===== src/rtl/i2s_pkg.sv =====
// Shared types and width helpers for the I2S/TDM transmitter.
package i2s_pkg;

  typedef enum logic [1:0] {
    ST_IDLE  = 2'd0,
    ST_LOAD  = 2'd1,
    ST_SHIFT = 2'd2
  } eng_state_e;

  localparam logic [15:0] UNDERRUN_MAX = 16'hFFFF;

  // Index width for a storage of 'depth' entries (at least one bit).
  function automatic int ptr_w(input int depth);
    return (depth > 1) ? $clog2(depth) : 1;
  endfunction

  // Width able to hold the values 0..depth inclusive, for a power-of-2 depth.
  function automatic int lvl_w(input int depth);
    return $clog2(depth) + 1;
  endfunction

  // Width of a counter that runs 0..n-1 (at least one bit).
  function automatic int cnt_w(input int n);
    return (n > 1) ? $clog2(n) : 1;
  endfunction

endpackage


===== src/rtl/i2s_tx_multi_fifo.sv =====
// frame_fifo: synchronous FIFO holding whole frames, with occupancy count.
module frame_fifo import i2s_pkg::*; #(
  parameter int WIDTH = 32,
  parameter int DEPTH = 4
) (
  input  logic                      clk,
  input  logic                      reset_n,
  input  logic                      push_i,
  input  logic                      pop_i,
  input  logic [WIDTH-1:0]          wdata_i,
  output logic [WIDTH-1:0]          rdata_o,
  output logic                      full_o,
  output logic                      empty_o,
  output logic [lvl_w(DEPTH)-1:0]   level_o
);

  localparam int PW = ptr_w(DEPTH);
  localparam int LW = lvl_w(DEPTH);

  logic [WIDTH-1:0] mem_q [DEPTH];
  logic [PW-1:0]    wr_q, rd_q;
  logic [LW-1:0]    level_q;
  logic             do_push, do_pop;

  assign do_push = push_i && !full_o;
  assign do_pop  = pop_i && !empty_o;

  // Storage is not reset; entries are only read while counted by level_q.
  always_ff @(posedge clk) begin
    if (do_push) mem_q[wr_q] <= wdata_i;
  end

  // Pointers wrap naturally because DEPTH is a power of two.
  always_ff @(posedge clk or negedge reset_n) begin
    if (!reset_n) begin
      wr_q    <= '0;
      rd_q    <= '0;
      level_q <= '0;
    end else begin
      if (do_push) wr_q <= wr_q + 1'b1;
      if (do_pop)  rd_q <= rd_q + 1'b1;
      case ({do_push, do_pop})
        2'b10:   level_q <= level_q + 1'b1;
        2'b01:   level_q <= level_q - 1'b1;
        default: level_q <= level_q;
      endcase
    end
  end

  assign full_o  = (level_q == LW'(DEPTH));
  assign empty_o = (level_q == '0);
  assign rdata_o = mem_q[rd_q];
  assign level_o = level_q;

endmodule


===== src/rtl/i2s_tx_multi.sv =====
// i2s_tx_multi: frame FIFO plus serializer producing bck/lrck/sdata.
// Define I2S_TDM_EN for TDM mode (CHANNELS 2..8, one-BCK frame-sync pulse);
// without it only two-channel I2S is built.
//
// state  | meaning
// -------+------------------------------------------------------------
// IDLE   | outputs held low, waiting for enable
// LOAD   | one clk: pop a frame (or zeros on underrun) into the shifter
// SHIFT  | clock out CHANNELS*SLOT_W bit periods
module i2s_tx_multi import i2s_pkg::*; #(
  parameter int SAMPLE_W   = 16,
  parameter int SLOT_W     = 32,
  parameter int CHANNELS   = 2,
  parameter int BCK_DIV    = 4,
  parameter int FIFO_DEPTH = 4
) (
  input  logic                           clk,
  input  logic                           reset_n,
  input  logic                           enable,
  input  logic                           sample_valid,
  output logic                           sample_ready,
  input  logic [CHANNELS*SAMPLE_W-1:0]   sample_data,
  output logic                           bck,
  output logic                           lrck,
  output logic                           sdata,
  output logic [lvl_w(FIFO_DEPTH)-1:0]   fifo_level,
  output logic [15:0]                    underrun_cnt
);

  localparam int FRAME_W = CHANNELS * SAMPLE_W;
  localparam int NBITS   = CHANNELS * SLOT_W;
  localparam int BW      = cnt_w(NBITS);
  localparam int DW      = cnt_w(BCK_DIV);
  localparam int LW      = lvl_w(FIFO_DEPTH);
  localparam logic [DW-1:0] DIV_RELOAD = DW'(BCK_DIV - 1);
  localparam logic [BW-1:0] LAST_BIT   = BW'(NBITS - 1);

`ifdef I2S_TDM_EN
  if (CHANNELS < 2 || CHANNELS > 8) begin : g_bad_channels
    $error("i2s_tx_multi: CHANNELS must be 2..8 in TDM mode");
  end
`else
  if (CHANNELS != 2) begin : g_bad_channels
    $error("i2s_tx_multi: CHANNELS must be 2 without I2S_TDM_EN");
  end
`endif
  if (SLOT_W < SAMPLE_W || BCK_DIV < 1) begin : g_bad_timing
    $error("i2s_tx_multi: need SLOT_W >= SAMPLE_W and BCK_DIV >= 1");
  end

  eng_state_e       state_q;
  logic [DW-1:0]    div_q;
  logic [BW-1:0]    bit_q;
  logic [NBITS-1:0] sr_q;
  logic [NBITS-1:0] frame_bits;
  logic             bck_q, lrck_q, sdata_q, ready_q;
  logic [15:0]      under_q;
  logic [FRAME_W-1:0] fifo_rdata;
  logic             fifo_full, fifo_empty, push, pop;
  logic [LW-1:0]    lvl_nxt;

  // lrck level for a given bit period; data is always one period late.
  function automatic logic ws_of(input logic [BW-1:0] b);
`ifdef I2S_TDM_EN
    return (b == '0);
`else
    return (b >= BW'(SLOT_W));
`endif
  endfunction

  // ready_q is a registered copy of !full; full gate is a redundant safety.
  assign push = sample_valid && ready_q && !fifo_full;
  assign pop  = (state_q == ST_LOAD) && !fifo_empty;

  frame_fifo #(.WIDTH(FRAME_W), .DEPTH(FIFO_DEPTH)) u_fifo (
    .clk     (clk),
    .reset_n (reset_n),
    .push_i  (push),
    .pop_i   (pop),
    .wdata_i (sample_data),
    .rdata_o (fifo_rdata),
    .full_o  (fifo_full),
    .empty_o (fifo_empty),
    .level_o (fifo_level)
  );

  assign lvl_nxt = fifo_level + LW'(push) - LW'(pop);

  // Registered ready, low while the FIFO will hold FIFO_DEPTH frames.
  always_ff @(posedge clk or negedge reset_n) begin
    if (!reset_n) ready_q <= 1'b0;
    else          ready_q <= (lvl_nxt != LW'(FIFO_DEPTH));
  end

  // Slot layout: channel 0 first, each sample MSB first then zero padding.
  always_comb begin
    frame_bits = '0;
    for (int ch = 0; ch < CHANNELS; ch++) begin
      frame_bits[NBITS-1-ch*SLOT_W -: SAMPLE_W] = fifo_rdata[ch*SAMPLE_W +: SAMPLE_W];
    end
  end

  // Frame engine: divider, bit counter and shifter with registered outputs.
  always_ff @(posedge clk or negedge reset_n) begin
    if (!reset_n) begin
      state_q <= ST_IDLE;
      div_q   <= '0;
      bit_q   <= '0;
      sr_q    <= '0;
      bck_q   <= 1'b0;
      lrck_q  <= 1'b0;
      sdata_q <= 1'b0;
      under_q <= '0;
    end else begin
      case (state_q)
        ST_IDLE: begin
          bck_q   <= 1'b0;
          sdata_q <= 1'b0;
          div_q   <= DIV_RELOAD;
          bit_q   <= '0;
          lrck_q  <= 1'b0;
          if (enable) begin
            state_q <= ST_LOAD;
            lrck_q  <= ws_of(BW'(0));
          end
        end
        ST_LOAD: begin
          sr_q <= fifo_empty ? '0 : frame_bits;
          if (fifo_empty && under_q != UNDERRUN_MAX) under_q <= under_q + 1'b1;
          // The LOAD cycle is the first clk of bit 0's low phase.
          if (div_q == '0) begin
            div_q <= DIV_RELOAD;
            bck_q <= 1'b1;
          end else begin
            div_q <= div_q - 1'b1;
          end
          state_q <= ST_SHIFT;
        end
        ST_SHIFT: begin
          if (div_q != '0) begin
            div_q <= div_q - 1'b1;
          end else begin
            div_q <= DIV_RELOAD;
            if (!bck_q) begin
              bck_q <= 1'b1;
            end else begin
              bck_q   <= 1'b0;
              sdata_q <= sr_q[NBITS-1];
              if (bit_q == LAST_BIT) begin
                // The frame's last bit goes out in bit 0 of the next frame.
                bit_q <= '0;
                if (enable) begin
                  state_q <= ST_LOAD;
                  lrck_q  <= ws_of(BW'(0));
                end else begin
                  state_q <= ST_IDLE;
                  lrck_q  <= 1'b0;
                  sdata_q <= 1'b0;
                end
              end else begin
                bit_q  <= bit_q + 1'b1;
                lrck_q <= ws_of(bit_q + 1'b1);
                sr_q   <= sr_q << 1;
              end
            end
          end
        end
        default: state_q <= ST_IDLE;
      endcase
    end
  end

  assign sample_ready = ready_q;
  assign bck          = bck_q;
  assign lrck         = lrck_q;
  assign sdata        = sdata_q;
  assign underrun_cnt = under_q;

endmodule


===== config.mk =====
export PLATFORM = sky130hd
export DESIGN_NAME = i2s_tx_multi
export DESIGN_NICKNAME = d
export VERILOG_FILES = /design/src/rtl/i2s_pkg.sv /design/src/rtl/i2s_tx_multi_fifo.sv /design/src/rtl/i2s_tx_multi.sv
export SDC_FILE = /design/constraint.sdc
export NUM_CORES = 1
export LEC_CHECK = 0
export ABC_CLOCK_PERIOD_IN_PS = 5100
export BUFFER_PORTS_ARGS = -buffer_cell sky130_fd_sc_hd__buf_2
export CAP_MARGIN = 20
export CORE_MARGIN = 4
export CORE_UTILIZATION = 35
export CTS_BUF_LIST = sky130_fd_sc_hd__clkbuf_8 sky130_fd_sc_hd__clkbuf_16
export CTS_CLUSTER_DIAMETER = 80
export CTS_CLUSTER_SIZE = 12
export DETAILED_ROUTE_END_ITERATION = 10
export GPL_ROUTABILITY_DRIVEN = 1
export GPL_TIMING_DRIVEN = 0
export PLACE_DENSITY = 0.47
export SYNTH_ARGS = -nofsm -noshare
export SYNTH_HDL_FRONTEND = slang
export SYNTH_SLANG_ARGS = --single-unit

===== constraint.sdc =====
create_clock -name clk -period 5.1 [get_ports clk]
set_input_delay 1.02 -clock clk [delete_from_list [all_inputs] [get_ports clk]]
set_output_delay 1.02 -clock clk [all_outputs]
set_load 0.005 [all_outputs]

==> report_table.html, run 1 <==
<table>
<tr><th>Metric</th><th>Value</th></tr>
<tr><th colspan="2">Status</th></tr>
<tr><td>Run status</td><td>completed</td></tr>
<tr><th colspan="2">Worst setup path</th></tr>
<tr><td>Cell family with most CP delay</td><td>simple AND/OR/NAND/NOR gates</td></tr>
<tr><td>Critical path's largest stage delay</td><td>0.46 ns</td></tr>
<tr><td>Worst setup SP type</td><td>register</td></tr>
<tr><td>Crit path cell chain</td><td>or3_1 &gt; and2_1 &gt; ha_1 &gt; inv_1 &gt; ha_1 &gt; fa_1 &gt; xnor2_1 &gt; xnor2_1 &gt; or3_1</td></tr>
<tr><td>Depth of the worst register-to-register path</td><td>9</td></tr>
<tr><td>Capturing point of the worst reg2reg path</td><td>sample_ready</td></tr>
<tr><td>Reg-to-reg startpoint</td><td>u_fifo.level_o[0]</td></tr>
<tr><td>Data arrival time at the worst-slack endpoint</td><td>3.07 ns</td></tr>
<tr><td>CP max FO</td><td>5</td></tr>
<tr><td>Type of the setup path with the least slack</td><td>register to register</td></tr>
<tr><td>Setup slack, reg-to-reg</td><td>around 2.4 ns</td></tr>
<tr><td>Data required time of the worst path</td><td>around 5.5 ns</td></tr>
<tr><td>Critical path endpoint category</td><td>register</td></tr>
<tr><td>Worst Path Buf+Inv</td><td>1</td></tr>
<tr><td>Slowest stage cell, crit path</td><td>sky130_fd_sc_hd__or3_1</td></tr>
<tr><th colspan="2">Synth</th></tr>
<tr><td>Share of cell area taken by muxes after synthesis</td><td>under 10%</td></tr>
<tr><td>Flip-flop and latch count after synthesis</td><td>about 210</td></tr>
<tr><td>Fraction of registers with async set/reset</td><td>between 30 and 40%</td></tr>
<tr><td>Area share of xor/xnor cells in the synthesized design</td><td>around 2.2%</td></tr>
<tr><td>Number of nets produced by synthesis</td><td>just over 600</td></tr>
<tr><td>Synth Area per Inst</td><td>15.6 sq um</td></tr>
<tr><td>Distinct cells, synth</td><td>47</td></tr>
<tr><td>Predominant post-synthesis flop cell</td><td>sky130_fd_sc_hd__edfxtp_1</td></tr>
<tr><td>Post-synthesis instance area</td><td>between 8000 and 9000 sq um</td></tr>
<tr><td>Count of flip-flops with a built-in enable after synthesis</td><td>128</td></tr>
<tr><td>Area share of and/or/nand/nor cells after synthesis</td><td>approximately 6%</td></tr>
<tr><td>Warnings, synthesis</td><td>0</td></tr>
<tr><td>Cell count after synthesis</td><td>around 550</td></tr>
<tr><td>Compound-gate portion of the synthesized area</td><td>under 10%</td></tr>
<tr><td>Combinational family with the most area after synthesis</td><td>multiplexers</td></tr>
<tr><td>Fraction of the mapped netlist area in adder cells</td><td>roughly 2.6%</td></tr>
<tr><td>Sequential element share of the synthesized area</td><td>around 69%</td></tr>
<tr><th colspan="2">CTS</th></tr>
<tr><td>CTS tree</td><td>done</td></tr>
<tr><td>Root buffer cell</td><td>sky130_fd_sc_hd__clkbuf_16</td></tr>
<tr><td>CTS H-tree lvls</td><td>1</td></tr>
<tr><td>TritonCTS Buffers</td><td>21</td></tr>
<tr><td>Clk pin slew, worst setup/hold paths</td><td>approximately 0.060 ns</td></tr>
<tr><td>TritonCTS sink count</td><td>~210</td></tr>
<tr><td>Number of gates resized after CTS</td><td>0</td></tr>
<tr><td>Hold-fix buffer count after cts</td><td>0</td></tr>
<tr><td>Maximum count of clock buffers along a single path</td><td>3</td></tr>
<tr><td>Clock latency of the later-clocked register in the worst-skew pair</td><td>0.50 ns</td></tr>
<tr><td>Post-CTS setup buffers</td><td>0</td></tr>
<tr><th colspan="2">Power</th></tr>
<tr><td>Sw Pwr</td><td>roughly 1800 uW</td></tr>
<tr><td>Worst IR Drop VDD</td><td>between 0.2 and 0.25 mV</td></tr>
<tr><td>Static leakage</td><td>a little under 0.004 uW</td></tr>
<tr><td>Ratio of total power to cell area</td><td>around 550 nW/um^2</td></tr>
<tr><td>Fraction of power consumed by the clock network</td><td>between 20% and 30%</td></tr>
<tr><td>Part of the total power dissipated in combinational logic</td><td>between 30% and 40%</td></tr>
<tr><td>Sw Ratio</td><td>around a third</td></tr>
<tr><td>Flop pwr share</td><td>between 40% and 50%</td></tr>
<tr><td>Cell Int Power</td><td>between 3000 and 4000 uW</td></tr>
<tr><th colspan="2">Layout</th></tr>
<tr><td>Area used by sequential logic in the layout</td><td>roughly 6000 sq um</td></tr>
<tr><td>Fraction of final layout cells with drive strength greater than 1</td><td>between 20% and 30%</td></tr>
<tr><td>Area added between synthesis and finish</td><td>16.5%</td></tr>
<tr><td>Total Nets Final</td><td>693</td></tr>
<tr><td>Post-route insts no fill</td><td>roughly 980</td></tr>
<tr><td>Area of combinational cells with multiple inputs</td><td>roughly 2500 sq um</td></tr>
<tr><td>Total of fill cells in the finished design</td><td>around 2.2k</td></tr>
<tr><th colspan="2">Global routing</th></tr>
<tr><td>First-pass GRT wire length</td><td>28,100 microns</td></tr>
<tr><td>Pin count of the biggest net entering global routing</td><td>71</td></tr>
<tr><td>Total overflow reported by the global router</td><td>0</td></tr>
<tr><td>Initial antenna violation count</td><td>1</td></tr>
<tr><td>Global Route Usage Sum</td><td>roughly 13%</td></tr>
<tr><td>Via count of the first global-routing pass</td><td>approximately 5.1k</td></tr>
<tr><th colspan="2">Floorplanning</th></tr>
<tr><td>Initial cell density of the core</td><td>35.6%</td></tr>
<tr><td>Area enclosed by the die boundary</td><td>approximately 27,000 sq um</td></tr>
<tr><td>Number of rows in the core area</td><td>between 50 and 60</td></tr>
<tr><td>Overall die height</td><td>165 microns</td></tr>
<tr><td>Floorplan Core Area</td><td>roughly 24,000 sq um</td></tr>
<tr><td>Die Width</td><td>between 150 and 200 microns</td></tr>
<tr><td>I/O pin count</td><td>slightly below 60</td></tr>
<tr><th colspan="2">Placement</th></tr>
<tr><td>Sum of net half-perimeters after detailed placement</td><td>between 10,000 and 15,000 microns</td></tr>
<tr><td>Port buffer count</td><td>slightly below 60</td></tr>
<tr><td>Placed Cells incl. Taps</td><td>roughly 940</td></tr>
<tr><td>Gpl congestion</td><td>roughly 0.75</td></tr>
<tr><th colspan="2">Drt</th></tr>
<tr><td>Via-per-instance ratio</td><td>~5.0</td></tr>
<tr><td>Iteration-0 DRC Markers</td><td>about 430</td></tr>
<tr><td>Detailed-route DRC error count</td><td>0</td></tr>
<tr><td>First drt pass iteration count</td><td>4</td></tr>
<tr><td>Total Wirelength</td><td>between 15,000 and 20,000 microns</td></tr>
<tr><td>Antenna Violating Nets Remaining</td><td>0</td></tr>
<tr><td>Via count of the routed design</td><td>4,922</td></tr>
<tr><td>WL per Instance</td><td>between 15 and 20 microns</td></tr>
<tr><th colspan="2">Worst hold path</th></tr>
<tr><td>Hold crit path type</td><td>input pin to asynchronous set/reset pin</td></tr>
<tr><th colspan="2">STA</th></tr>
<tr><td>Max-slew violations</td><td>0</td></tr>
<tr><td>Min Clock Period, post-route</td><td>2.71 ns</td></tr>
<tr><td>Worst setup skew after layout</td><td>a little over 0.008 ns</td></tr>
<tr><td>Finish-stage setup viols</td><td>0</td></tr>
<tr><td>Maximum operating frequency</td><td>370 MHz</td></tr>
<tr><td>Tcrit/Tclk final</td><td>53.1%</td></tr>
<tr><td>Relative slew margins</td><td>45.8%</td></tr>
<tr><td>Slew at the pin closest to its max-slew limit</td><td>0.812 ns</td></tr>
<tr><td>TNS Setup</td><td>0 ns</td></tr>
<tr><td>Count of endpoints failing hold in the final timing report</td><td>0</td></tr>
<tr><td>RSZ-0062 raised after global routing</td><td>no</td></tr>
<tr><th colspan="2">Run</th></tr>
<tr><td>Number of maximum-capacitance violations</td><td>0</td></tr>
</table>
worst max path at each step:
stage	from	endpoint	slack (ns)	cells after the start
after floorplan	sample_valid	u_fifo.mem_q[0][0]	2.37	3
final	u_fifo.level_o[0]	sample_ready	2.39	9
after global routing	u_fifo.level_o[0]	sample_ready	2.32	9
after CTS	u_fifo.level_o[0]	sample_ready	2.38	9
after global placement	sample_valid	u_fifo.mem_q[3][25]	1.42	4
after detailed placement	sample_valid	u_fifo.mem_q[3][24]	2.17	5
state kept, by name (all words and copies together), names as in the netlist, 2 cells and up:
signal          flops
u_fifo.level_o      3
sr_q               48
div_q               2
u_fifo.mem_q      128
underrun_cnt       16
u_fifo.wr_q         2
state_q             2
bit_q               6
u_fifo.rd_q         2
cell type report:
type | count | share of cell area [%]
diodes | 1 | 0.0248
repair buffers | 63 | 4.26
inverters | 18 | 0.669
multi-input cells | 293 | 24.8
well taps | 324 | 4.02
clock inverters | 15 | 0.620
flip-flops and latches | 213 | 59.1
clock buffers | 21 | 5.21
plain buffers | 30 | 1.21
metal layers:
layer | up-vias | track usage [%] | share of wire, %
met4 | 2 | 2.77 | 2.0
met5 | - | 0 | 0.12
met3 | 23 | 2.51 | 4.6
met2 | 93 | 21.4 | 49
li1 | 2305 | - | -
met1 | 2499 | 18.1 | 45
power groups by stage:
stage	clock, uW	combinational [uW]	sequential (uW)
2_1_floorplan	0	1250	2410
3_3_place_gp	0	1700	2450
3_5_place_dp	0	1800	2450
4_1_cts	1420	1800	2420
5_1_grt	1490	1980	2450
6_report	1360	1750	2420
through the flow:
step	utilization [%]	setup slack, ns	cell area, sq um	total power (uW)	hold slack [ns]
2_1_floorplan	-	2.37	8660	3660	0.463
3_3_place_gp	38.5	1.42	9360	4140	0.465
3_5_place_dp	39.1	2.17	9510	4250	0.462
4_1_cts	41.5	2.38	10100	5640	0.377
5_1_grt	41.5	2.32	10100	5920	0.393
6_report	41.5	2.39	10100	5530	0.395
cells in the final DEF (no fill, tap or decap), drive strengths merged, types with 3 or more instances in the layout:
cell,instances
xor2,11
buf,69
edfxtp,128
nor2,40
o22ai,5
ha,15
o211ai,3
nand3,9
mux2,3
mux4,32
o21ai,5
inv,32
and2,8
a22o,18
nand2,14
a22oi,31
dfrtp,85
nor4,6
nand4,8
mux2i,3
a31oi,4
and3,5
clkbuf,45
a21oi,39
xnor2,11
cell usage after synthesis, drive strengths merged (9+ instances only):
master,count,area (sq um)
ha,15,188
xnor2,11,96.3
a21oi,39,195
nand3,9,45.0
nor2,40,153
a22o,18,158
a22oi,31,233
inv,18,67.6
clkbuf,24,90.1
xor2,11,96.3
dfrtp,85,2130
nand2,14,52.6
edfxtp,128,3840
mux4,32,721
kinds of logic (layout without fill, tap and decap cells):
| group | Yosys count | in the layout |
|---|---|---|
| AO/OA/AOI/OAI | 114 | 114 |
| buffers and inverters | 48 | 147 |
| multiplexers | 38 | 38 |
| other | 0 | 1 |
| adder cells (fa/ha/maj) | 17 | 17 |
| XOR/XNOR | 22 | 22 |
| flip-flops | 213 | 213 |
| AND/OR/NAND/NOR | 102 | 102 |
worst register-to-register path, stage by stage (launching register included):
cell                      delay [ns]
sky130_fd_sc_hd__dfrtp_1        0.42
sky130_fd_sc_hd__or3_1          0.46
sky130_fd_sc_hd__and2_1         0.25
sky130_fd_sc_hd__ha_1           0.29
sky130_fd_sc_hd__inv_1          0.04
sky130_fd_sc_hd__ha_1           0.18
sky130_fd_sc_hd__fa_1           0.37
sky130_fd_sc_hd__xnor2_1        0.14
sky130_fd_sc_hd__xnor2_1        0.12
sky130_fd_sc_hd__or3_1          0.30
(Power assumes the default switching activity.)
==> run 2, diff against run 1 <==
--- a/config.mk
+++ b/config.mk
@@ -5,7 +5,7 @@
 export SDC_FILE = /design/constraint.sdc
 export NUM_CORES = 1
 export LEC_CHECK = 0
-export ABC_CLOCK_PERIOD_IN_PS = 5100
+export ABC_CLOCK_PERIOD_IN_PS = 2460
 export BUFFER_PORTS_ARGS = -buffer_cell sky130_fd_sc_hd__buf_2
 export CAP_MARGIN = 20
 export CORE_MARGIN = 4
@@ -16,7 +16,7 @@
 export DETAILED_ROUTE_END_ITERATION = 10
 export GPL_ROUTABILITY_DRIVEN = 1
 export GPL_TIMING_DRIVEN = 0
-export PLACE_DENSITY = 0.47
+export PLACE_DENSITY = 0.49
 export SYNTH_ARGS = -nofsm -noshare
 export SYNTH_HDL_FRONTEND = slang
 export SYNTH_SLANG_ARGS = --single-unit
==> constraint.sdc (replaced) <==
create_clock -name clk -period 2.46 [get_ports clk]
set_input_delay 0.492 -clock clk [delete_from_list [all_inputs] [get_ports clk]]
set_output_delay 0.492 -clock clk [all_outputs]
set_load 0.005 [all_outputs]
==> run 2 against run 1 <==
Fmax increased by 12%. Clock skew increased by 0.0032 ns. Non-clock buffer count increased by 6. Wire length decreased by 1.4%. Utilization increased by 0.39 points. Design area increased by 0.93%. Count of clock-buffer cells in the layout unchanged. Die area unchanged. Combinational power increased by 110%. Power increased by 110%. Worst hold slack got worse by 0.19 ns. Clock power increased by 110%. Largest power group unchanged. Highest routed layer unchanged.
==> report_table.html, run 2 (synthesized netlist as in run 1, its figures left out) <==
<table>
<tr><th>Metric</th><th>Value</th></tr>
<tr><th colspan="2">Status</th></tr>
<tr><td>Run status</td><td>completed</td></tr>
<tr><th colspan="2">Drt</th></tr>
<tr><td>Via-per-instance ratio</td><td>5.03 (about the same)</td></tr>
<tr><td>Antenna Violating Nets Remaining</td><td>0 (unchanged)</td></tr>
<tr><td>First drt pass iteration count</td><td>4 (unchanged)</td></tr>
<tr><td>Total Wirelength</td><td>17,100 microns (-1.4%)</td></tr>
<tr><td>Iteration-0 DRC Markers</td><td>302 (-30%)</td></tr>
<tr><td>Via count of the routed design</td><td>4,950 (+0.57%)</td></tr>
<tr><td>Detailed-route DRC error count</td><td>0 (unchanged)</td></tr>
<tr><td>WL per Instance</td><td>17.4 microns (-2.0%)</td></tr>
<tr><th colspan="2">CTS</th></tr>
<tr><td>Root buffer cell</td><td>sky130_fd_sc_hd__clkbuf_16</td></tr>
<tr><td>CTS H-tree lvls</td><td>1 (unchanged)</td></tr>
<tr><td>Clock latency of the later-clocked register in the worst-skew pair</td><td>0.50 ns (about the same)</td></tr>
<tr><td>TritonCTS Buffers</td><td>21 (unchanged)</td></tr>
<tr><td>Maximum count of clock buffers along a single path</td><td>3 (unchanged)</td></tr>
<tr><td>CTS tree</td><td>done</td></tr>
<tr><td>TritonCTS sink count</td><td>213 (unchanged)</td></tr>
<tr><td>Clk pin slew, worst setup/hold paths</td><td>0.06 ns (about the same)</td></tr>
<tr><th colspan="2">Global routing</th></tr>
<tr><td>Via count of the first global-routing pass</td><td>5,287 (+3.2%)</td></tr>
<tr><td>Pin count of the biggest net entering global routing</td><td>51 (-28%)</td></tr>
<tr><td>Global Route Usage Sum</td><td>12.9% (-0.055 points)</td></tr>
<tr><td>Initial antenna violation count</td><td>1 (unchanged)</td></tr>
<tr><td>Total overflow reported by the global router</td><td>0 (unchanged)</td></tr>
<tr><td>First-pass GRT wire length</td><td>28,100 microns (about the same)</td></tr>
<tr><th colspan="2">STA</th></tr>
<tr><td>TNS Setup</td><td>0 ns (unchanged)</td></tr>
<tr><td>Hold WS</td><td>0.210 ns (-0.186 ns)</td></tr>
<tr><td>Maximum operating frequency</td><td>414 MHz (+12%)</td></tr>
<tr><td>Min Clock Period, post-route</td><td>2.41 ns (-0.292 ns)</td></tr>
<tr><td>RSZ-0062 raised after global routing</td><td>yes</td></tr>
<tr><td>Slew at the pin closest to its max-slew limit</td><td>0.747 ns (-0.0650 ns)</td></tr>
<tr><td>Tcrit/Tclk final</td><td>98.1% (+45 points)</td></tr>
<tr><td>Count of endpoints failing hold in the final timing report</td><td>0 (unchanged)</td></tr>
<tr><td>Relative slew margins</td><td>49.8% (+4.0 points)</td></tr>
<tr><td>Finish-stage setup viols</td><td>0 (unchanged)</td></tr>
<tr><td>Worst setup skew after layout</td><td>0.0115 ns (+0.00322 ns)</td></tr>
<tr><td>Max-slew violations</td><td>0 (unchanged)</td></tr>
<tr><th colspan="2">Floorplanning</th></tr>
<tr><td>Overall die height</td><td>165 microns (unchanged)</td></tr>
<tr><td>Number of rows in the core area</td><td>57 (unchanged)</td></tr>
<tr><td>Initial cell density of the core</td><td>35.6% (unchanged)</td></tr>
<tr><td>I/O pin count</td><td>59 (unchanged)</td></tr>
<tr><td>Floorplan Core Area</td><td>24,300 sq um (unchanged)</td></tr>
<tr><td>Die Width</td><td>165 microns (unchanged)</td></tr>
<tr><td>Area enclosed by the die boundary</td><td>27,300 sq um (unchanged)</td></tr>
<tr><th colspan="2">Layout</th></tr>
<tr><td>Area used by sequential logic in the layout</td><td>5970 sq um (about the same)</td></tr>
<tr><td>Number of flip-flops in the largest register</td><td>128 (unchanged)</td></tr>
<tr><td>Total of fill cells in the finished design</td><td>2,230 (-0.80%)</td></tr>
<tr><td>Most common cell after layout, fill and taps aside</td><td>sky130_fd_sc_hd__edfxtp_1</td></tr>
<tr><td>ANT cells</td><td>0 (-1)</td></tr>
<tr><td>Fraction of final layout cells with drive strength greater than 1</td><td>23.3% (+2.4 points)</td></tr>
<tr><td>Total Nets Final</td><td>699 (+0.87%)</td></tr>
<tr><td>Area of combinational cells with multiple inputs</td><td>2550 sq um (+1.5%)</td></tr>
<tr><td>Area added between synthesis and finish</td><td>17.6%</td></tr>
<tr><td>Largest register by flop count</td><td>u_fifo.mem_q</td></tr>
<tr><td>Most used cells in the layout excluding fill and tap cells</td><td>sky130_fd_sc_hd__edfxtp_1, sky130_fd_sc_hd__dfrtp_1, sky130_fd_sc_hd__buf_2, sky130_fd_sc_hd__nor2_1, sky130_fd_sc_hd__a21oi_1</td></tr>
<tr><th colspan="2">Worst setup path</th></tr>
<tr><td>Crit-path most repeated cell</td><td>sky130_fd_sc_hd__xnor2_1</td></tr>
<tr><td>Cell family with most CP delay</td><td>simple AND/OR/NAND/NOR gates</td></tr>
<tr><td>Worst setup SP type</td><td>register</td></tr>
<tr><td>Slowest stage cell, crit path</td><td>sky130_fd_sc_hd__dfrtp_2</td></tr>
<tr><td>Worst Path Buf+Inv</td><td>1 (unchanged)</td></tr>
<tr><td>Critical path's largest stage delay</td><td>0.40 ns (-0.06 ns)</td></tr>
<tr><td>CP max FO</td><td>2 (-3)</td></tr>
<tr><td>Crit path cell chain</td><td>or3_4 &gt; and2_4 &gt; ha_1 &gt; inv_1 &gt; ha_2 &gt; fa_2 &gt; xnor2_1 &gt; xnor2_1 &gt; or3_1</td></tr>
<tr><td>Type of the setup path with the least slack</td><td>register to register</td></tr>
<tr><td>Data arrival time at the worst-slack endpoint</td><td>2.79 ns (-0.28 ns)</td></tr>
<tr><td>Setup slack, reg-to-reg</td><td>0.05 ns (-2.35 ns)</td></tr>
<tr><td>Critical path endpoint category</td><td>register</td></tr>
<tr><td>Data required time of the worst path</td><td>2.83 ns (-2.64 ns)</td></tr>
<tr><th colspan="2">Placement</th></tr>
<tr><td>Gpl congestion</td><td>0.773 (+3.6%)</td></tr>
<tr><td>Sum of net half-perimeters after detailed placement</td><td>11,400 microns (about the same)</td></tr>
<tr><td>Port buffer count</td><td>58 (unchanged)</td></tr>
<tr><th colspan="2">Run</th></tr>
<tr><td>Number of maximum-capacitance violations</td><td>0 (unchanged)</td></tr>
<tr><th colspan="2">Power</th></tr>
<tr><td>Ratio of total power to cell area</td><td>1130 nW/um^2 (+110%)</td></tr>
<tr><td>Static leakage</td><td>0.00395 uW (+1.6%)</td></tr>
<tr><td>Worst IR Drop VDD</td><td>0.455 mV (+110%)</td></tr>
<tr><th colspan="2">Worst hold path</th></tr>
<tr><td>Hold crit path type</td><td>input pin to register</td></tr>
</table>
## run 2: cell count changes in the layout (fill, tap and decap cells not counted), sizes merged
cell / delta
dlygate4sd3: +1
buf: +5
inv: +1
diode: -1
## run 2: stage by stage
stage	utilization, %	std cells	setup WS, ns	area (sq um)	total power [uW]
2_1_floorplan	-	554	0.0179	8670	7600
3_3_place_gp	38.5	936	-0.668	9370	8570
3_5_place_dp	39.1	941	-0.130	9510	8800
4_1_cts	41.7	983	0.00581	10200	11800
5_1_grt	41.9	984	-0.0353	10200	12400
6_report	41.9	984	0.0460	10200	11600
## run 2: layer usage
metal  GRT usage, %  wire (microns)  up-vias
met4           3.67             373        2
met5              0              20        -
met2           21.5            8260       94
li1               -               -     2315
met1           17.5            7670     2507
met3           2.48             802       32
## run 2: final cells by class
type / instances / share of cell area [%]
Clock buffer: 21 / 5.16
Clock inverter: 16 / 0.651
Timing Repair Buffer: 69 / 4.69
Buffer: 30 / 1.26
Multi-Input combinational cell: 293 / 25.0
Sequential cell: 213 / 58.6
Inverter: 18 / 0.663
Tap cell: 324 / 3.98
## run 2: path summary, 6_finish.rpt
path                                         from             endpoint  cells after the start
max in group asynchronous                 reset_n             sr_q[62]                      3
worst min-delay path              sample_data[27]  u_fifo.mem_q[2][27]                      1
worst max register to register  u_fifo.level_o[2]         sample_ready                      9
worst min register to register              sdata                sdata                      2
worst max-delay path            u_fifo.level_o[2]         sample_ready                      9
min in group asynchronous                 reset_n      underrun_cnt[9]                      2
## run 2: report_power, final
part / leakage (uW) / switching [uW] / internal, uW
clock network: 0.000342 / 1270 / 1540
logic: 0.00137 / 2120 / 1640
registers: 0.00224 / 321 / 4660
total: 0.00395 / 3720 / 7850
## run 2: what timing repair did
action,in CTS,in global routing
endpoints found under the hold margin,35,0
pin swaps,0,2
buffers inserted,4,1
setup endpoints to repair,1,103
gates resized for setup,3,14
hold buffers,1,0
